**src/rtl/gb_pkg.sv**
```systemverilog
// Shared definitions for the save-RAM upload path: SDRAM placement of cart RAM,
// fill word for out-of-range reads, reader FSM states and the header size decode.
package gb_pkg;

    // SDRAM word address of cart RAM bank 0 (region 0001 in bits 23:20)
    localparam logic [23:0] RAM_BASE  = 24'h100000;
    // Word returned for addresses beyond the save size
    localparam logic [15:0] FILL_WORD = 16'hFFFF;

    typedef enum logic [1:0] {
        StIdle,
        StArm,
        StRead,
        StFill
    } sav_state_t;

    // Cartridge header byte 0x149 -> battery RAM size in bytes
    function automatic logic [17:0] sav_bytes(input logic [7:0] ram_size);
        logic [17:0] bytes;
        case (ram_size)
            8'd1:    bytes = 18'd2048;
            8'd2:    bytes = 18'd8192;
            8'd3:    bytes = 18'd32768;
            8'd4:    bytes = 18'd131072;
            8'd5:    bytes = 18'd65536;
            default: bytes = 18'd0;
        endcase
        return bytes;
    endfunction

endpackage

```
**src/rtl/gb_sav_uploader.sv**
```systemverilog
// Save-file write-back: serves HPS ioctl upload reads from cart RAM held in SDRAM.
// Each in-range read arms an SDRAM request on the ce slot and completes on the
// second ce; reads past the save size return the fill word without touching SDRAM.
// Also keeps a dirty flag so the OSD/autosave logic knows the cart RAM changed.
module gb_sav_uploader #(
    parameter logic [23:0] RAM_BASE = gb_pkg::RAM_BASE,
    parameter logic [15:0] FILL     = gb_pkg::FILL_WORD
) (
    input  logic        clk_sys,
    input  logic        reset,
    input  logic        ce,
    input  logic [7:0]  cart_ram_size,
    input  logic        cart_ram_wr,
    input  logic        ioctl_download,
    input  logic        ioctl_upload,
    input  logic        ioctl_rd,
    input  logic [24:0] ioctl_addr,
    output logic [15:0] ioctl_din,
    output logic        ioctl_wait,
    output logic        sd_oe,
    output logic [23:0] sd_addr,
    input  logic [15:0] sd_dout,
    output logic [17:0] sav_size,
    output logic        sav_dirty,
    output logic        core_hold
);
    import gb_pkg::*;

    sav_state_t  r_state;
    sav_state_t  w_next;
    logic [17:0] r_sav_size;
    logic [15:0] r_din;
    logic        r_wait;
    logic [23:0] r_sd_addr;
    logic        r_dirty;
    logic        r_upload_q;
    logic        r_download_q;

    logic        w_req;
    logic        w_out_of_range;
    logic        w_abort;
    logic        w_ram_write;
    logic        w_dirty_clr;

    assign w_req = ioctl_rd & ioctl_upload;
    // Sizes are even, so comparing the raw byte address equals comparing with bit 0 cleared
    assign w_out_of_range = ioctl_addr >= {7'd0, r_sav_size};
    // Upload dropping mid-transaction returns the FSM to idle without touching read data
    assign w_abort = (r_state != StIdle) & ~ioctl_upload;

    // State register
    always_ff @(posedge clk_sys) begin
        if (reset) begin
            r_state <= StIdle;
        end else begin
            r_state <= w_next;
        end
    end

    // Next-state logic
    always_comb begin
        w_next = r_state;
        if (w_abort) begin
            w_next = StIdle;
        end else begin
            case (r_state)
                StIdle:  if (w_req) w_next = w_out_of_range ? StFill : StArm;
                StArm:   if (ce) w_next = StRead;
                StRead:  if (ce) w_next = StIdle;
                StFill:  w_next = StIdle;
                default: w_next = StIdle;
            endcase
        end
    end

    // SDRAM request owns the port only while a read is armed or in flight during upload
    always_comb begin
        sd_oe = 1'b0;
        if (ioctl_upload && (r_state == StArm || r_state == StRead)) begin
            sd_oe = 1'b1;
        end
    end

    // Read datapath: size decode, request address latch, read data capture, wait flag
    always_ff @(posedge clk_sys) begin
        if (reset) begin
            r_sav_size <= '0;
            r_din      <= '0;
            r_wait     <= 1'b0;
            r_sd_addr  <= '0;
        end else begin
            r_sav_size <= sav_bytes(cart_ram_size);
            // Wait stays high for exactly as long as a transaction is open
            r_wait     <= (w_next != StIdle);
            if (r_state == StIdle && w_req && !w_out_of_range) begin
                r_sd_addr <= RAM_BASE | {5'd0, ioctl_addr[19:1]};
            end
            if (!w_abort && r_state == StRead && ce) begin
                r_din <= sd_dout;
            end
            if (!w_abort && r_state == StFill) begin
                r_din <= FILL;
            end
        end
    end

    assign w_ram_write = cart_ram_wr & ce;
    assign w_dirty_clr = (ioctl_upload & ~r_upload_q) | (ioctl_download & ~r_download_q);

    // Dirty tracking: a RAM write in the same cycle as a clearing edge wins
    always_ff @(posedge clk_sys) begin
        if (reset) begin
            r_dirty      <= 1'b0;
            r_upload_q   <= 1'b0;
            r_download_q <= 1'b0;
        end else begin
            r_upload_q   <= ioctl_upload;
            r_download_q <= ioctl_download;
            r_dirty      <= w_ram_write | (r_dirty & ~w_dirty_clr);
        end
    end

    assign ioctl_din  = r_din;
    assign ioctl_wait = r_wait;
    assign sd_addr    = r_sd_addr;
    assign sav_size   = r_sav_size;
    assign sav_dirty  = r_dirty;
    assign core_hold  = ioctl_upload;

endmodule

```
**config.mk**
```make
export PLATFORM = sky130hd
export DESIGN_NAME = gb_sav_uploader
export DESIGN_NICKNAME = d
export VERILOG_FILES = /design/src/rtl/gb_pkg.sv /design/src/rtl/gb_sav_uploader.sv
export SDC_FILE = /design/constraint.sdc
export NUM_CORES = 1
export LEC_CHECK = 0
export ABC_AREA = 1
export BUFFER_PORTS_ARGS = -buffer_cell sky130_fd_sc_hd__buf_2
export CORE_MARGIN = 8
export CORE_UTILIZATION = 45
export DETAILED_ROUTE_END_ITERATION = 10
export GPL_TIMING_DRIVEN = 0
export PLACE_DENSITY = 0.8
export SLEW_MARGIN = 0
export SYNTH_ARGS = -nofsm -noshare
export SYNTH_HDL_FRONTEND = slang
export SYNTH_SLANG_ARGS = --single-unit
```
**constraint.sdc**
```tcl
create_clock -name clk_sys -period 1.7 [get_ports clk_sys]
set_input_delay 0.255 -clock clk_sys [delete_from_list [all_inputs] [get_ports clk_sys]]
set_output_delay 0.255 -clock clk_sys [all_outputs]
set_load 0.05 [all_outputs]
```
==> impl_metrics.yaml, run 1 <==
floorplanning:
  io_pins: 118
  die_area_mm2: 0.007708
  die_w_um: 87.80
  rows: 26
  start_util: 0.4600
  coreArea_mm2: 0.005042
  die_y_um: 87.80
worst_setup_path:
  cp_common_cell: "nand2_1"
  critPathBufInv: 3
  worst-path-max-fanout: 7
  critical_path.max_stage_delay_ps: 350
  path_class: "register to register"
  crit_start: "r_state[0]"
  path_cells: "inv_4 -> ha_4 -> inv_1 -> nor3_1 -> nand2_1 -> nor2_4 -> nand3_4 -> buf_4 -> nand2_1 -> nand2_1 -> nor2_1"
  cp_top_family: "simple AND/OR/NAND/NOR gates"
  timing.rr.start: "r_state[0]"
  crit_required_ps: 1940
  end_kind: "register"
  crit_slowest_cell: "dfxtp_2"
  worstPathArrival_ps: 1880
  critPathLaunchType: "register"
placement:
  pre_cts_ws_ps: -142.4
  placed_area_mm2: 0.002979
  portBuffers: 100
  dp_hpwl_um: 4959
  gp_congestion: 0.7001
detailed_routing:
  antenna_left: 0
  drcViolationCount: 0
  wl_um: 6350
  dr.pass1.iters: 4
  drtIter0Drc: 36
  wl_met3_um: 604
  wire_per_inst_um: 11.89
  top_layer_used: "met4"
  via_count: 2340
  route.met2.wl_um: 3251
  vias_per_cell: 4.382
  met1_length_um: 2446
grt:
  grt_pass1_wl_um: 9908
  track_usage: 0.1593
  first_global_vias: 2268
  antenna_found_initial: 0
  overflow: 0
  grt_start_max_net_pins: 15
synth:
  synth-seq-area-share: 0.4056
  ys.flop_type: "dfxtp_1"
  synth_cell_type_count: 28
  synth-edff-count: 0
  ys_async_sr_fraction: 0
  avgSynthCellArea_um2: 6.945
  yosys_warnings: 0
  yosysMostFrequentCell: "nor2_1"
  synth_top_cell_area_share: 0.4056
  synth_area_mm2: 0.002320
  ys_top_cells_by_area: "dfxtp_1 (41%), nor2_1 (12%), nand2_1 (10%)"
  synth.largest_area_cell: "dfxtp_1"
  synth_seq_cells: 47
  synthCells: 334
  synth_common_cells: "nor2_1 (74), nand2_1 (64), inv_1 (48)"
power_and_ir_drop:
  ir_drop_mv: 0.5766
  pwr_density_cell_mw_per_mm2: 886.4
  p_leak_nw: 1.780
timing:
  setup_viol: 0
  slew_violations: 0
  fin_crit_sh: 0.9691
  rsz0062_at_grt: "true"
  timing.final.ws_setup_ps: 52.54
  hold_ws_ps: 135.8
  clock_skew_ps: 8.004
  min_period_ps: 1647
  clock.fmax_ghz: 0.6070
  hold_viol: 0
clock_network:
  holdBufCountCts: 0
  max-clock-path-buffers: 2
  root_buffer: "clkbuf_8"
  cts_buffers: 5
  htree_levels: 2
  clock_sinks: 47
  clk_latency_ps: 300
  cts_tree: "yes"
  path_clk_slew_ps: 90
layout:
  nNetsFinal: 528
  area_growth_pct: 39.75
  final_area_mm2: 0.003242
  layout-drive-gt1-share: 0.3815
  diodes: 0
  n_fill_cell: 462
run_status:
  status: "complete, no violations"
hold_path:
  hold_start: "cart_ram_size[3]"
  hold_class: "primary input to register"
run:
  drv_cap: 0
-- layer usage --
layer  up-vias  track usage
li1       1238            -
met1      1020       0.1691
met2        76       0.2784
met3         6      0.06660
met4         0      0.05000
met5         -            0
-- cells in the final DEF, fill, tap and decap left out, types with 15 or more instances in the layout --
master / n
buf_4: 24
inv_1: 42
o21ai_0: 16
nor3_1: 15
nand2_1: 57
dfxtp_1: 40
conb_1: 17
nor2_1: 68
buf_2: 102
-- worst paths after layout --
check	end	slack, ps	cells after the start
min reg2reg	sd_addr[17]	450	2
max reg2reg	sd_addr[14]	50	11
min	sav_size[13]	140	2
max	sd_addr[14]	50	11
-- per-stage QoR --
stage	utilization	power [mW]	instances	TNS, ps
floorplan	-	1.920	350	0
detailed placement	0.5908	2.154	520	-1629
global route	0.6429	3.052	534	-364.4
global placement	0.5908	2.137	520	-1357
finish	0.6429	2.874	534	0
CTS	0.6154	2.845	531	0
-- power by group --
| group | internal [mW] | switching [mW] | total (mW) | leakage, nW |
|---|---|---|---|---|
| Combinational | 0.286 | 0.680 | 0.967 | 1.35 |
| Sequential | 1.19 | 0.0498 | 1.24 | 0.385 |
| Clock | 0.288 | 0.379 | 0.667 | 0.0412 |
-- cells by family (layout without fill, tap and decap cells) --
family / Yosys count / count (layout) / synth area share
DFF: 47 / 47 / 0.4056
adders and majority gates: 9 / 9 / 0.04854
AOI/OAI and AO/OA: 28 / 28 / 0.06419
buffers and inverters: 77 / 191 / 0.1667
other: 1 / 17 / 0.001617
and+or+nand+nor: 172 / 172 / 0.3134
-- cell type report --
type / instances / area [um^2] / area share
flip-flops and latches: 47 / 954.7 / 0.2945
repair buffers: 106 / 551.8 / 0.1702
inverters: 49 / 188.9 / 0.05828
plain buffers: 28 / 206.4 / 0.06368
clock inverters: 2 / 12.51 / 0.003860
multi-input cells: 226 / 1167 / 0.3601
clock buffers: 6 / 72.57 / 0.02239
well taps: 70 / 87.58 / 0.02702
-- flip-flops by register name (all words and copies together) (netlist names) --
register / flops
ioctl_wait: 1
sav_dirty: 1
r_state: 2
sd_addr: 20
r_download_q: 1
sav_size: 5
ioctl_din: 16
r_upload_q: 1
-- worst register-to-register path: cells and delay by family, from the launching register on --
kind                     cells  cell delay, ps
adder cells (fa/ha/maj)      1             150
buffers and inverters        3             340
flip-flops                   1             350
AND/OR/NAND/NOR              7             750
-- what timing repair did --
action / CTS / global route
hold endpoints to repair: 0 / 0
gates cloned: 0 / 2
setup buffers: 3 / 1
resized for setup: 7 / 33
pin swaps: 2 / 12
setup endpoints to repair: 31 / 39
Note: power is estimated with default switching activity, not from simulation.
==> run 2: changes to the inputs <==
ABC_AREA = default   (was 1)
PLACE_DENSITY = 0.81   (was 0.8)
==> impl_metrics.yaml, run 2 <==
timing:
  clock.fmax_ghz: 0.5607
  slew_violations: 0
  fin_crit_sh: 1.049
  timing.final.ws_setup_ps: -83.43
  clock_skew_ps: 9.325
  tns_ps: -851.5
  setup_viol: 18
  min_period_ps: 1783
  hold_ws_ps: 156.9
  rsz0062_at_grt: "true"
  hold_viol: 0
synth:
  synth-xor-area-share: 0
  ys_top_cells_by_area: "dfxtp_1 (42%), buf_4 (6.1%), ha_1 (5.1%)"
  yosysMostFrequentCell: "dfxtp_1"
  yosys_warnings: 0
  synthCells: 236
  synth_cell_type_count: 49
  synth_area_mm2: 0.002216
  synth_common_cells: "dfxtp_1 (47), nor2_1 (20), a21oi_1 (19)"
  synth_top_cell_area_share: 0.4246
  yosys.area_share.simple: 0.1671
  synth.largest_area_cell: "dfxtp_1"
  ys_async_sr_fraction: 0
  avgSynthCellArea_um2: 9.389
  synth_top_family_by_area: "compound AO/OA/AOI/OAI gates"
  synth_adder_area_share: 0.05082
  synth-seq-area-share: 0.4246
  ys.flop_type: "dfxtp_1"
  synth_compound_area_frac: 0.2117
  synth-edff-count: 0
  synth_mux_area_frac: 0.009034
  synth_seq_cells: 47
grt:
  grt_pass1_wl_um: 9860
  antenna_found_initial: 0
  grt_start_max_net_pins: 16
  first_global_vias: 2227
  overflow: 0
  track_usage: 0.1632
floorplanning:
  start_util: 0.4691
  rows: 25
  die_w_um: 86.17
  coreArea_mm2: 0.004723
  io_pins: 118
  die_area_mm2: 0.007425
  die_y_um: 86.17
placement:
  pre_cts_ws_ps: -252.8
  placed_area_mm2: 0.002954
  portBuffers: 100
  gp_congestion: 0.8217
  dp_hpwl_um: 4858
layout:
  nNetsFinal: 441
  layout_commonest_cell: "buf_2"
  layout-drive-gt1-share: 0.6286
  n_fill_cell: 335
  diodes: 0
  largest_reg_flops: 20
  final_area_mm2: 0.003515
  most-common-layout-cells: "buf_2 (102), dfxtp_1 (40), buf_4 (24), nor2_1 (20), conb_1 (17)"
  area_growth_pct: 58.61
power_and_ir_drop:
  p_leak_nw: 1.604
  ir_drop_mv: 0.4127
  pwr_density_cell_mw_per_mm2: 749.1
detailed_routing:
  via_count: 2187
  antenna_left: 0
  vias_per_cell: 4.926
  top_layer_used: "met4"
  wl_um: 6769
  dr.pass1.iters: 4
  wl_met3_um: 521
  met1_length_um: 2828
  route.met2.wl_um: 3294
  wire_per_inst_um: 15.25
  drcViolationCount: 0
  drtIter0Drc: 56
clock_network:
  root_buffer: "clkbuf_8"
  cts_buffers: 5
  cts_tree: "yes"
  htree_levels: 2
  holdBufCountCts: 0
  max-clock-path-buffers: 2
  path_clk_slew_ps: 90
  clock_sinks: 47
  clk_latency_ps: 300
worst_setup_path:
  crit_required_ps: 1890
  path_class: "register to register"
  worst-path-max-fanout: 10
  critPathLaunchType: "register"
  worstPathArrival_ps: 1980
  end_kind: "register"
run_status:
  violations: "negative setup slack"
  status: "finished with violations"
hold_path:
  hold_class: "primary input to register"
run:
  drv_cap: 0
[run 2: layout make-up]
class	count	area [um^2]	share of cell area
clock buffers	5	68.82	0.01958
well taps	67	83.83	0.02385
flip-flops and latches	47	964.7	0.2745
repair buffers	117	680.7	0.1937
inverters	13	56.30	0.01602
plain buffers	29	265.3	0.07547
multi-input cells	163	1351	0.3845
clock inverters	3	43.79	0.01246
[run 2: logic make-up (layout without fill, tap and decap cells)]
logic type	after synthesis	in the layout
AOI/OAI and AO/OA	70	70
adders and majority gates	9	9
buffers and inverters	42	167
DFF	47	47
muxes	2	2
other	1	17
and+or+nand+nor	65	65
[run 2: final timing paths]
kind / endpoint / slack, ps / start / cells after the start
worst max-delay path: sd_addr[9] / -80 / sav_size[15] / 8
worst min-delay path: sav_size[17] / 160 / cart_ram_size[1] / 2
worst max register to register: sd_addr[9] / -80 / sav_size[15] / 8
worst min register to register: sd_addr[13] / 460 / sd_addr[13] / 2
[run 2: per-stage QoR]
stage	util	cells	total power, mW
after floorplan	-	252	1.601
after global placement	0.6254	419	1.750
after detailed placement	0.6254	419	1.759
after CTS	0.6832	442	2.598
after global routing	0.7441	444	2.754
final	0.7441	444	2.633
[run 2: metal layers]
layer	global-route usage	vias to the layer above
met4	0.07042	0
met1	0.1794	999
met2	0.2757	92
li1	-	1085
met5	0	-
met3	0.06049	11
[run 2: worst max-delay path, cell delays in order, from the launching register on]
cell	delay (ps)
dfxtp_4	360
inv_4	30
ha_4	200
o21a_1	100
o21a_2	230
o31a_4	380
buf_8	160
o21ai_2	140
a21oi_2	70
[run 2: repair_timing]
item	CTS	global route
pin swaps	10	34
setup endpoints to repair	37	33
gates resized for setup	12	61
cloned	2	1
setup buffers	13	1
[run 2: power breakdown]
group	internal, mW	leakage, nW	total [mW]	switching (mW)
registers	1.13	0.386	1.16	0.0258
clock network	0.438	0.0581	0.810	0.372
logic	0.234	1.16	0.662	0.428
==> run 3: changes to the inputs <==
clock period = 2 ns   (was 1.7 ns; I/O delays follow)
==> impl_metrics.yaml, run 3 (synthesis results as in run 2) <==
placement:
  dp_hpwl_um: 4675
  gp_congestion: 0.8229
  portBuffers: 100
  place_inst: 419
  pre_cts_ws_ps: -8.098
  placed_area_mm2: 0.002865
timing:
  timing.final.ws_setup_ps: 92.44
  fin_crit_sh: 0.9538
  setup_viol: 0
  hold_ws_ps: 197.9
  min_period_ps: 1908
  tns_ps: 0
  clock.fmax_ghz: 0.5242
  rsz0062_at_grt: "true"
  hold_viol: 0
  slew_violations: 0
  clock_skew_ps: 7.912
clock_network:
  cts_tree: "yes"
  clock_sinks: 47
  path_clk_slew_ps: 90
  root_buffer: "clkbuf_8"
  clk_latency_ps: 290
  max-clock-path-buffers: 2
  cts_buffers: 5
  htree_levels: 2
layout:
  largest_reg_flops: 20
  layout_commonest_cell: "buf_2"
  n_fill_cell: 422
  layout-drive-gt1-share: 0.4590
  most-common-layout-cells: "buf_2 (100), dfxtp_1 (43), buf_4 (24), nor2_1 (20), a21oi_1 (19)"
  diodes: 0
  area_growth_pct: 37.21
  final_area_mm2: 0.003040
  final_cells: 433
  final_core_util: 0.6437
  nNetsFinal: 430
  regArea_um2: 945.9
  multiInputGateArea_mm2: 0.001046
grt:
  antenna_found_initial: 0
  use_met1: 0.1625
  track_usage: 0.1527
  first_global_vias: 2077
  grt_use_met2: 0.2652
  overflow: 0
  use_met3: 0.06522
  grt.busiest_layer: "met2"
  grt_start_max_net_pins: 17
  grt_pass1_wl_um: 9239
worst_setup_path:
  timing.rr.start: "sav_size[16]"
  critPathLaunchType: "register"
  path_cells: "inv_1 -> ha_1 -> nand4b_1 -> a21oi_2 -> o31ai_4 -> buf_6 -> nand3_1 -> a21oi_2"
  path_class: "register to register"
  crit_slowest_cell: "o31ai_4"
  end_kind: "register"
  worstPathArrival_ps: 2140
  regToRegSetupSlack_ps: 90
  worst-path-max-fanout: 10
  r2r_end: "sd_addr[14]"
  critical_path.max_stage_delay_ps: 440
  crit_required_ps: 2240
  cp_common_cell: "a21oi_2"
  r2r_cells: 8
hold_path:
  whs_path_depth: 2
  min_to: "sav_size[17]"
  hold_start: "cart_ram_size[1]"
  hold_class: "primary input to register"
detailed_routing:
  vias_per_cell: 4.739
  drtIter0Drc: 89
  via_count: 2052
  dr.pass1.iters: 5
  drcViolationCount: 0
  wire_per_inst_um: 13.36
  wl_um: 5786
  antenna_left: 0
floorplanning:
  coreArea_mm2: 0.004723
  die_area_mm2: 0.007425
  die_w_um: 86.17
  start_util: 0.4691
  io_pins: 118
  die_y_um: 86.17
  rows: 25
power_and_ir_drop:
  ir_drop_mv: 0.4242
  p_leak_nw: 1.485
  pwr_density_cell_mw_per_mm2: 712.5
  power_mw: 2.166
run:
  drv_cap: 0
run_status:
  status: "complete, no violations"
-- run 3: cell types whose count changed in the layout (fill, tap and decap cells not counted), sizes merged --
cell	change
clkinv	-2
inv	+1
clkbuf	+2
clkinvlp	+1
buf	-13
-- run 3: cell type report --
class                   count  area share
plain buffers              29     0.08395
clock buffers               5     0.02263
clock inverters             3     0.01523
inverters                  13     0.01605
multi-input cells         163      0.3440
flip-flops and latches     47      0.3111
well taps                  67     0.02757
repair buffers            106      0.1794
-- run 3: layer usage --
metal  share of wire  up-vias  routed length, um
met5               0        -                  0
met4           0.017        0                101
met3           0.093        8                538
met2            0.47       88               2720
met1            0.42      899               2425
li1                -     1057                  -
-- run 3: worst max-delay path, delay by kind of cell (launching register included) --
family / cells / cell delay, ps
flip-flops: 1 / 330
AND/OR/NAND/NOR: 2 / 340
buffers and inverters: 2 / 250
adder cells (fa/ha/maj): 1 / 280
AO/OA/AOI/OAI: 3 / 660
-- run 3: how the worst max path moves through the flow --
stage | from | end | cells past startpoint
6_report | sav_size[16] | sd_addr[14] | 8
5_1_grt | sav_size[16] | sd_addr[14] | 8
4_1_cts | r_state[0] | sd_addr[14] | 8
3_5_place_dp | ioctl_addr[15] | sd_addr[14] | 8
3_3_place_gp | ioctl_addr[15] | sd_addr[14] | 8
2_1_floorplan | sav_size[15] | sd_addr[11] | 8
-- run 3: where the power goes --
part,switching (mW),internal (mW)
clock,0.315,0.376
combinational,0.329,0.159
sequential,0.0175,0.970
total,0.661,1.51
-- run 3: timing repair --
action,4_1_cts,5_1_grt
hold buffers,0,0
endpoints found under the setup margin,10,25
resized for setup,0,6
gates cloned,0,0
setup buffers,1,5
pin swaps,1,2
